**src/rtl/pcie_dma_tlp_requester.sv**
```systemverilog
// PCIe DMA requester: one single-beat bus request at a time becomes an MRd/MWr TLP,
// and the matching Cpl/CplD is parsed back into a bus response.
module pcie_dma_tlp_requester #(
    parameter int CPL_TIMEOUT = 4095
) (
    input  logic        i_clk,
    input  logic        i_rst,
    input  logic        i_bus_master_en,
    input  logic [15:0] i_requester_id,
    input  logic        i_req_valid,
    output logic        o_req_ready,
    input  logic        i_req_write,
    input  logic [47:0] i_req_addr,
    input  logic [63:0] i_req_wdata,
    input  logic [7:0]  i_req_wstrb,
    output logic        o_resp_valid,
    input  logic        i_resp_ready,
    output logic [63:0] o_resp_rdata,
    output logic [1:0]  o_resp_err,
    output logic        o_txd_valid,
    input  logic        i_txd_ready,
    output logic [63:0] o_txd_data,
    output logic [7:0]  o_txd_keep,
    output logic        o_txd_last,
    input  logic        i_rxd_valid,
    output logic        o_rxd_ready,
    input  logic [63:0] i_rxd_data,
    input  logic        i_rxd_last
);
    localparam logic [3:0] S_IDLE     = 4'd0;
    localparam logic [3:0] S_HDR0     = 4'd1;
    localparam logic [3:0] S_HDR1     = 4'd2;
    localparam logic [3:0] S_PAYLOAD  = 4'd3;
    localparam logic [3:0] S_WAIT_CPL = 4'd4;
    localparam logic [3:0] S_CPL_DW2  = 4'd5;
    localparam logic [3:0] S_CPL_DATA = 4'd6;
    localparam logic [3:0] S_DROP     = 4'd7;
    localparam logic [3:0] S_RESP     = 4'd8;

    localparam logic [1:0] OKAY   = 2'd0;
    localparam logic [1:0] SLVERR = 2'd2;
    localparam logic [1:0] DECERR = 2'd3;

    logic [3:0]  state, state_n;
    logic        req_wr, len2, cpl_has_data, drop_to_resp, rx_sop;
    logic        req_ready_q, rxd_ready_q;
    logic [47:0] addr_q;
    logic [31:0] pdw0, pdw1;
    logic [3:0]  first_be, last_be;
    logic [7:0]  tag, issued_tag;
    logic [15:0] cnt;
    logic [2:0]  cpl_status;
    logic [1:0]  resp_err;
    logic [63:0] resp_rdata;

    logic        accept, tx_fire, rx_fire, is4dw, lo_dw;
    logic        rx_type_ok, tag_hit, timeout_hit;
    logic [7:0]  strb_eff;
    logic [31:0] dw0, dw1, dw2, dw3;
    logic        unused_ok;

    function automatic logic [1:0] map_status(input logic [2:0] s);
        case (s)
            3'd0:    return OKAY;
            3'd1:    return DECERR;
            default: return SLVERR;
        endcase
    endfunction

    assign accept      = i_req_valid & req_ready_q;
    assign tx_fire     = o_txd_valid & i_txd_ready;
    assign rx_fire     = i_rxd_valid & rxd_ready_q;
    assign strb_eff    = (!i_req_write && i_req_wstrb == 8'h00) ? 8'hFF : i_req_wstrb;
    assign lo_dw       = |strb_eff[3:0];
    assign is4dw       = |addr_q[47:32];
    assign rx_type_ok  = (i_rxd_data[28:24] == 5'b01010);
    assign tag_hit     = (i_rxd_data[15:8] == issued_tag);
    assign timeout_hit = (cnt == 16'(CPL_TIMEOUT - 1));
    assign unused_ok   = ^i_req_addr[2:0];

    assign dw0 = {1'b0, req_wr, is4dw, 5'b00000, 14'd0, (len2 ? 10'd2 : 10'd1)};
    assign dw1 = {i_requester_id, tag, last_be, first_be};
    assign dw3 = {addr_q[31:2], 2'b00};
    assign dw2 = is4dw ? {16'h0000, addr_q[47:32]} : dw3;

    always_comb begin
        o_txd_valid = 1'b0;
        o_txd_data  = 64'h0;
        o_txd_keep  = 8'h00;
        o_txd_last  = 1'b0;
        case (state)
            S_HDR0: begin
                o_txd_valid = 1'b1;
                o_txd_data  = {dw1, dw0};
                o_txd_keep  = 8'hFF;
            end
            S_HDR1: begin
                o_txd_valid = 1'b1;
                if (is4dw) begin
                    o_txd_data = {dw3, dw2};
                    o_txd_keep = 8'hFF;
                    o_txd_last = !req_wr;
                end else if (req_wr) begin
                    o_txd_data = {pdw0, dw2};
                    o_txd_keep = 8'hFF;
                    o_txd_last = !len2;
                end else begin
                    o_txd_data = {32'h0, dw2};
                    o_txd_keep = 8'h0F;
                    o_txd_last = 1'b1;
                end
            end
            S_PAYLOAD: begin
                o_txd_valid = 1'b1;
                o_txd_last  = 1'b1;
                if (is4dw && len2) begin
                    o_txd_data = {pdw1, pdw0};
                    o_txd_keep = 8'hFF;
                end else begin
                    o_txd_data = {32'h0, is4dw ? pdw0 : pdw1};
                    o_txd_keep = 8'h0F;
                end
            end
            default: ;
        endcase
    end

    always_comb begin
        state_n = state;
        case (state)
            S_IDLE:
                if (accept)
                    state_n = (!i_bus_master_en || (i_req_write && i_req_wstrb == 8'h00))
                              ? S_RESP : S_HDR0;
            S_HDR0:
                if (tx_fire) state_n = S_HDR1;
            S_HDR1:
                if (tx_fire)
                    state_n = !o_txd_last ? S_PAYLOAD : (req_wr ? S_RESP : S_WAIT_CPL);
            S_PAYLOAD:
                if (tx_fire) state_n = S_RESP;
            S_WAIT_CPL:
                if (rx_fire && rx_sop) begin
                    if (rx_type_ok) state_n = i_rxd_last ? S_RESP : S_CPL_DW2;
                    else            state_n = i_rxd_last ? S_WAIT_CPL : S_DROP;
                end else if (timeout_hit) begin
                    state_n = S_RESP;
                end
            S_CPL_DW2:
                if (rx_fire) begin
                    if (!tag_hit)
                        state_n = i_rxd_last ? S_WAIT_CPL : S_DROP;
                    else if (cpl_status == 3'd0 && cpl_has_data && len2 && !i_rxd_last)
                        state_n = S_CPL_DATA;
                    else
                        state_n = i_rxd_last ? S_RESP : S_DROP;
                end
            S_CPL_DATA:
                if (rx_fire) state_n = i_rxd_last ? S_RESP : S_DROP;
            S_DROP:
                if (rx_fire && i_rxd_last) state_n = drop_to_resp ? S_RESP : S_WAIT_CPL;
            S_RESP:
                if (i_resp_ready) state_n = S_IDLE;
            default: state_n = S_IDLE;
        endcase
    end

    always_ff @(posedge i_clk or posedge i_rst) begin
        if (i_rst) begin
            state        <= S_IDLE;
            req_ready_q  <= 1'b0;
            rxd_ready_q  <= 1'b0;
            req_wr       <= 1'b0;
            len2         <= 1'b0;
            addr_q       <= 48'h0;
            pdw0         <= 32'h0;
            pdw1         <= 32'h0;
            first_be     <= 4'h0;
            last_be      <= 4'h0;
            tag          <= 8'h00;
            issued_tag   <= 8'h00;
            cnt          <= 16'h0;
            cpl_status   <= 3'd0;
            cpl_has_data <= 1'b0;
            drop_to_resp <= 1'b0;
            rx_sop       <= 1'b1;
            resp_err     <= OKAY;
            resp_rdata   <= 64'h0;
        end else begin
            state       <= state_n;
            req_ready_q <= (state_n == S_IDLE);
            rxd_ready_q <= (state_n != S_RESP);
            if (rx_fire) rx_sop <= i_rxd_last;
            case (state)
                S_IDLE:
                    if (accept) begin
                        req_wr       <= i_req_write;
                        addr_q       <= {i_req_addr[47:3], ~lo_dw, 2'b00};
                        len2         <= lo_dw & (|strb_eff[7:4]);
                        first_be     <= lo_dw ? strb_eff[3:0] : strb_eff[7:4];
                        last_be      <= lo_dw ? strb_eff[7:4] : 4'h0;
                        pdw0         <= lo_dw ? i_req_wdata[31:0] : i_req_wdata[63:32];
                        pdw1         <= i_req_wdata[63:32];
                        cnt          <= 16'h0;
                        drop_to_resp <= 1'b0;
                        resp_err     <= i_bus_master_en ? OKAY : DECERR;
                        resp_rdata   <= 64'h0;
                    end
                S_HDR0:
                    if (tx_fire && !req_wr) begin
                        issued_tag <= tag;
                        tag        <= tag + 8'd1;
                    end
                S_WAIT_CPL: begin
                    cnt <= cnt + 16'd1;
                    if (rx_fire && rx_sop) begin
                        drop_to_resp <= 1'b0;
                        if (rx_type_ok) begin
                            cpl_status   <= i_rxd_data[47:45];
                            cpl_has_data <= i_rxd_data[30];
                            if (i_rxd_last) resp_err <= SLVERR;
                        end
                    end else if (timeout_hit) begin
                        resp_err <= SLVERR;
                    end
                end
                S_CPL_DW2:
                    if (rx_fire && tag_hit) begin
                        // remaining beats of a matched completion are drained, then we respond
                        drop_to_resp <= 1'b1;
                        if (cpl_status != 3'd0)
                            resp_err <= map_status(cpl_status);
                        else if (!cpl_has_data || (len2 && i_rxd_last))
                            resp_err <= SLVERR;
                        else
                            resp_rdata <= i_rxd_data[2] ? {i_rxd_data[63:32], 32'h0}
                                                        : {32'h0, i_rxd_data[63:32]};
                    end
                S_CPL_DATA:
                    if (rx_fire) resp_rdata[63:32] <= i_rxd_data[31:0];
                default: ;
            endcase
        end
    end

    assign o_req_ready  = req_ready_q;
    assign o_rxd_ready  = rxd_ready_q;
    assign o_resp_valid = (state == S_RESP);
    assign o_resp_rdata = resp_rdata;
    assign o_resp_err   = resp_err;

endmodule

```
**config.mk**
```make
export PLATFORM = sky130hd
export DESIGN_NAME = pcie_dma_tlp_requester
export DESIGN_NICKNAME = d
export VERILOG_FILES = /design/src/rtl/pcie_dma_tlp_requester.sv
export SDC_FILE = /design/constraint.sdc
export NUM_CORES = 1
export LEC_CHECK = 0
export CORE_ASPECT_RATIO = 1.4
export CORE_UTILIZATION = 44
export CTS_CLUSTER_SIZE = 24
export DETAILED_ROUTE_END_ITERATION = 6
export PLACE_DENSITY = 0.81
export REMOVE_ABC_BUFFERS = 1
export SLEW_MARGIN = 0
export SYNTH_ARGS = -nofsm -noshare
export SYNTH_HDL_FRONTEND = slang
export SYNTH_SLANG_ARGS = --single-unit
export TNS_END_PERCENT = 5
```
**constraint.sdc**
```tcl
create_clock -name i_clk -period 7.5 [get_ports i_clk]
set_input_delay 1.5 -clock i_clk [delete_from_list [all_inputs] [get_ports i_clk]]
set_output_delay 1.5 -clock i_clk [all_outputs]
set_load 0.005 [all_outputs]
```
==> results.yml, run 1 <==
route:
  drtIter0Drc: 616
  viasPerCell: 5.59
  drt-total-wl_um: 38600
  vias: 11200
  dr.pass1.iters: 5
  drt_drc_violations_left: 0
  postRouteAntennaNets: 0
  wl_per_cell_um: 19.2
timing:
  worst_pin_slew_ns: 1.19
  period_minus_slack_ns: 5.59
  setup_viol_count_final: 0
  hold_viol_final: 0
  rsz0062_at_grt: "false"
  post-route-period-util: 0.745
  finClkSkew_ns: 0.00838
  maxSlewViolCount: 0
  fin_ws_ns: 1.91
  fmax_mhz: 179
  relSlewSlack: 0.200
place:
  gp_routability_congestion: 0.881
  dp_hpwl_um: 26700
  io_buffers: 348
  preCtsSetupSlack_ns: 2.51
  post_dp_cell_area_um2: 15700
logic_synthesis:
  yosysSeqAreaShare: 0.479
  netlist_area_um2: 12000
  synth.distinct_cells: 64
  synth_flop_cell: "dfrtp_1"
  synthMostInstantiatedCell: "nand2_1"
  synthCells: 1334
  postSynthAreaPerCell_um2: 9.00
  synth_top_area_frac: 0.477
  synth_area_leaders: "dfrtp_1 48%, nand2_1 13%, mux2i_1 7.3%"
  synth.top_cells.by_count: "412 x nand2_1, 229 x dfrtp_1, 87 x mux2i_1, 70 x clkbuf_1, 68 x o21ai_0"
  synth_edf_count: 0
  synthArstFlopShare: 1.00
  yosysWarnings: 0
  synth_seq_cells: 230
  yosysTopAreaCell: "dfrtp_1"
floorplan:
  die_x_um: 142
  die_h_um: 197
  design.core.area_um2: 26800
  start_util: 0.448
  io_pins: 352
  fp-row-count: 71
  dieArea_um2: 28000
clock_network:
  clockRootBuffer: "clkbuf_16"
  cts_tree: "built"
  clock_path_buffers: 3
  ctsResizeCount: 0
  cts_hold_buf: 0
  cts_made_buffers: 24
  clk_pin_slew_ns: 0.06
  clk-insertion-delay-late_ns: 0.52
  cts-htree-levels: 1
  post_cts_buffers: 0
  clock-sinks: 230
worst_setup_path:
  critPathKind: "reg -> out"
  worstPathCellList: "nor4_1, and4_2, buf_4, nor3_2, buf_4, a221o_1, clkdlybuf4s50_1"
  cp.arrival_ns: 4.09
  crit_start: "addr_q[35]"
  crit_fanout: 32
  ff2ff_path_depth: 5
  cp_common_cell: "buf_4"
  regToRegSetupSlack_ns: 4.49
  slowest_delay_ns: 0.90
  r2r_start: "o_rxd_ready"
  cp_slowest_cell: "and4_2"
  critical_path_required_ns: 6.00
  cp-end-kind: "primary output"
  r2r_end: "o_resp_rdata[63]"
  startpoint_type: "register"
grt:
  use_met2: 0.490
  grtUsageMet3: 0.0589
  antenna_found_initial: 0
  grt_use_met1: 0.312
  grt.total_usage: 0.275
  grt_max_degree: 98
  grt_pass1_vias: 11400
  busiest_layer: "met2"
  grt_pass1_wl_um: 60200
  grt_overflow: 0
status:
  outcome: "completed"
cells_and_area:
  fin_util: 0.613
  n_antenna_cell: 0
  fillCellCount: 2334
  synthToLayoutAreaGrowth_pct: 36.9
  nets: 1839
  drive_gt1_frac: 0.0493
  fin_area_um2: 16400
min_path:
  hold_class: "reg -> reg"
  hold-path-endpoint: "rx_sop"
  hold_start: "rx_sop"
  worstHoldPathCells: 2
power_and_ir_drop:
  power_density_nw_per_um2: 284
  power.total_mw: 4.67
  peakVddDrop_uv: 189
  p_leak_nw: 7.63
job:
  maxCapViolCount: 0
[registers in the layout (all words and copies together) (netlist names), 2 cells and up]
register / flops
last_be: 4
pdw0: 32
o_resp_err: 2
issued_tag: 8
pdw1: 32
first_be: 4
cnt: 16
cpl_status: 3
o_resp_rdata: 64
addr_q: 46
state: 4
tag: 8
[layout make-up]
| cell class | instances | area (um2) | share of cell area |
|---|---|---|---|
| flip-flops and latches | 230 | 5760 | 0.350 |
| multi-input cells | 963 | 5690 | 0.346 |
| repair buffers | 366 | 3620 | 0.220 |
| clock buffers | 36 | 686 | 0.0417 |
| well taps | 365 | 457 | 0.0278 |
| inverters | 42 | 165 | 0.0100 |
| clock inverters | 5 | 63.8 | 0.00388 |
[kinds of logic (layout without fill, tap and decap cells)]
logic type                 Yosys count  count (layout)  synth area share
AOI/OAI and AO/OA                  256             256             0.144
xor gates and xnor gates            17              17            0.0124
adders and majority gates            3               3           0.00313
buffers and inverters              141             449            0.0514
DFF                                230             230             0.479
muxes                              123             123             0.106
and+or+nand+nor                    564             564             0.203
[routing by layer]
layer	share of wire	wire [um]
met1	0.37	14500
met2	0.51	19600
met3	0.079	3050
met4	0.039	1500
met5	0	0
[critical path, delay by kind of cell (launching register included)]
kind            cells  cell delay (ns)
compound gates      1             0.38
buf+inv             3             1.17
flops               1             0.40
simple gates        3             1.60
[stage by stage]
step | setup TNS [ns] | hold slack [ns] | std cells
after floorplan | -123.02 | 0.438 | 1235
after global placement | 0 | 0.452 | 1966
after detailed placement | 0 | 0.459 | 1966
after CTS | 0 | 0.469 | 2007
after global routing | 0 | 0.476 | 2007
final | 0 | 0.468 | 2007
[power by group]
group	internal, mW	switching, mW	total (mW)
Combinational	0.718	0.826	1.54
Sequential	1.61	0.361	1.97
Clock	0.664	0.490	1.15
[layout by cell type, fill, tap and decap left out, drive strengths merged, types with 3 or more instances in the layout]
master           n
clkbuf          36
nor2b            6
nor4            12
a221o           32
dfrtp          229
nand3b           3
clkinv           3
a31oi           11
nand3           44
nor4b            3
nor2            30
and3             8
inv             42
buf             18
o21ai           68
nand2          412
o22ai           14
mux2            36
a21oi           55
and4             4
xnor2           11
o21a             3
a221oi           3
o211ai           7
ha               3
nor4bb           3
nor3             8
mux2i           87
clkdlybuf4s50  348
nand4           10
nand2b           7
a22oi           17
a22o            31
xor2             6
[how the worst max path moves through the flow]
stage                      endpoint  slack [ns]  depth (start not counted)
floorplan           o_resp_rdata[0]       -1.64                          4
global placement     o_txd_data[40]        2.49                          7
detailed placement   o_txd_data[40]        2.51                          7
CTS                  o_txd_data[39]        1.94                          7
global route         o_txd_data[39]        1.82                          7
finish               o_txd_data[39]        1.91                          7
Power figures use the tool's default switching activity.
==> inputs of run 2 (changes only) <==
--- a/config.mk
+++ b/config.mk
@@ -6,10 +6,10 @@
 export NUM_CORES = 1
 export LEC_CHECK = 0
 export CORE_ASPECT_RATIO = 1.4
-export CORE_UTILIZATION = 44
+export CORE_UTILIZATION = 48
 export CTS_CLUSTER_SIZE = 24
 export DETAILED_ROUTE_END_ITERATION = 6
-export PLACE_DENSITY = 0.81
+export PLACE_DENSITY = 0.84
 export REMOVE_ABC_BUFFERS = 1
 export SLEW_MARGIN = 0
 export SYNTH_ARGS = -nofsm -noshare
==> constraint.sdc (replaced) <==
create_clock -name i_clk -period 5.4 [get_ports i_clk]
set_input_delay 1.08 -clock i_clk [delete_from_list [all_inputs] [get_ports i_clk]]
set_output_delay 1.08 -clock i_clk [all_outputs]
set_load 0.005 [all_outputs]
==> run 2 against run 1 <==
Against the previous run:
- die area decreased by 8.2%
- sequential share of layout area decreased by 0.077 points
- critical path depth did not move
- combinational power grew 40%
- register-to-register slack got worse by 2.1 ns
- critical path type unchanged
- first-iteration DRC count grew 29%
- largest cell class unchanged
- hold slack better by 0.0055 ns
- design area is 0.22% higher
- worst setup slack lost 1.5 ns
==> results.yml, run 2 (synthesis results as in run 1) <==
clock_network:
  clk-insertion-delay-late_ns: 0.52
  clockRootBuffer: "clkbuf_16"
  clock-sinks: 230
  cts_hold_buf: 0
  cts_tree: "built"
  cts-htree-levels: 1
  cts_made_buffers: 23
  post_cts_buffers: 0
  clk_pin_slew_ns: 0.06
  clock_path_buffers: 3
  ctsResizeCount: 0
route:
  dr.max_layer_used: "met4"
  wl_met2_um: 19700
  drtIter0Drc: 793
  drt-total-wl_um: 38500
  viasPerCell: 5.72
  vias: 11200
  drt_drc_violations_left: 0
  wl_per_cell_um: 19.6
  wl_met3_um: 3180
  met1_length_um: 14100
  postRouteAntennaNets: 0
  dr.pass1.iters: 5
job:
  maxCapViolCount: 0
timing:
  post-route-period-util: 0.916
  setup_tns_ns: 0
  rsz0062_at_grt: "false"
  relSlewSlack: 0.232
  whs_ns: 0.474
  hold_viol_final: 0
  setup_viol_count_final: 0
  period_minus_slack_ns: 4.94
  worst_pin_slew_ns: 1.15
  maxSlewViolCount: 0
  fin_ws_ns: 0.455
  fmax_mhz: 202
  finClkSkew_ns: 0.0132
worst_setup_path:
  critical_path_required_ns: 4.32
  critPathKind: "reg -> out"
  crit_fanout: 30
  cp-end-kind: "primary output"
  cp.arrival_ns: 3.86
  startpoint_type: "register"
cells_and_area:
  final_common_cell: "nand2_1"
  fillCellCount: 1980
  largest_reg_flops: 64
  final_cell_mix: "410 x nand2_1, 348 x clkdlybuf4s50_1, 228 x dfrtp_1"
  nets: 1840
  multi_input_area_um2: 5690
  drive_gt1_frac: 0.0535
  ff_latch_area_um2: 5760
  synthToLayoutAreaGrowth_pct: 37.2
power_and_ir_drop:
  peakVddDrop_uv: 278
  power_density_nw_per_um2: 401
  p_leak_nw: 7.69
place:
  preCtsSetupSlack_ns: 0.991
  io_buffers: 348
  dp_hpwl_um: 26700
  gp_routability_congestion: 0.921
floorplan:
  start_util: 0.488
  dieArea_um2: 25700
  fp-row-count: 68
  io_pins: 352
  die_h_um: 189
  die_x_um: 136
  design.core.area_um2: 24600
min_path:
  hold_class: "reg -> reg"
grt:
  grt_overflow: 0
  grt_pass1_wl_um: 60600
  grt_pass1_vias: 11600
  grt.total_usage: 0.301
  antenna_found_initial: 2
  grt_max_degree: 139
status:
  outcome: "completed"
[run 2: area by class of cell]
cell class	count	area share
diodes	1	0.000152
inverters	42	0.0100
repair buffers	368	0.222
clock inverters	8	0.00721
flip-flops and latches	230	0.349
well taps	315	0.0239
clock buffers	34	0.0417
multi-input cells	963	0.346
[run 2: final timing paths]
kind                        startpoint                to  slack [ns]  depth (start not counted)
min reg2reg                     rx_sop            rx_sop        0.47                          2
max                         addr_q[35]    o_txd_data[45]        0.46                          7
max reg2reg                o_rxd_ready  o_resp_rdata[35]        2.37                          5
max in group asynchronous        i_rst        addr_q[15]        3.17                          3
min in group asynchronous        i_rst          state[1]        1.19                          2
min                             rx_sop            rx_sop        0.47                          2
[run 2: worst max-delay path: stages (launching register included)]
cell,delay [ns]
dfrtp_1,0.40
nor4_1,0.67
nand4_1,0.75
buf_4,0.51
nand2_1,0.12
a21oi_1,0.07
a221o_1,0.34
clkdlybuf4s50_1,0.46
[run 2: report_power, final]
| part | internal (mW) | leakage [nW] | total, mW | switching [mW] |
|---|---|---|---|---|
| Clock | 1.02 | 0.401 | 1.70 | 0.677 |
| Combinational | 1.00 | 4.30 | 2.16 | 1.16 |
| Sequential | 2.24 | 2.99 | 2.75 | 0.506 |
[run 2: stage by stage]
stage	power (mW)	util	std cells	cell area, um2
3_5_place_dp	4.91	0.637	1918	15700
2_1_floorplan	3.89	-	1235	11600
5_1_grt	7.00	0.670	1961	16500
4_1_cts	6.62	0.670	1960	16500
6_report	6.60	0.670	1961	16500
3_3_place_gp	4.82	0.637	1918	15700
[run 2: routing by layer]
| metal | vias up | track usage |
|---|---|---|
| met1 | 5398 | 0.338 |
| li1 | 5214 | - |
| met2 | 506 | 0.537 |
| met3 | 100 | 0.0680 |
| met4 | 0 | 0.131 |
| met5 | - | 0 |
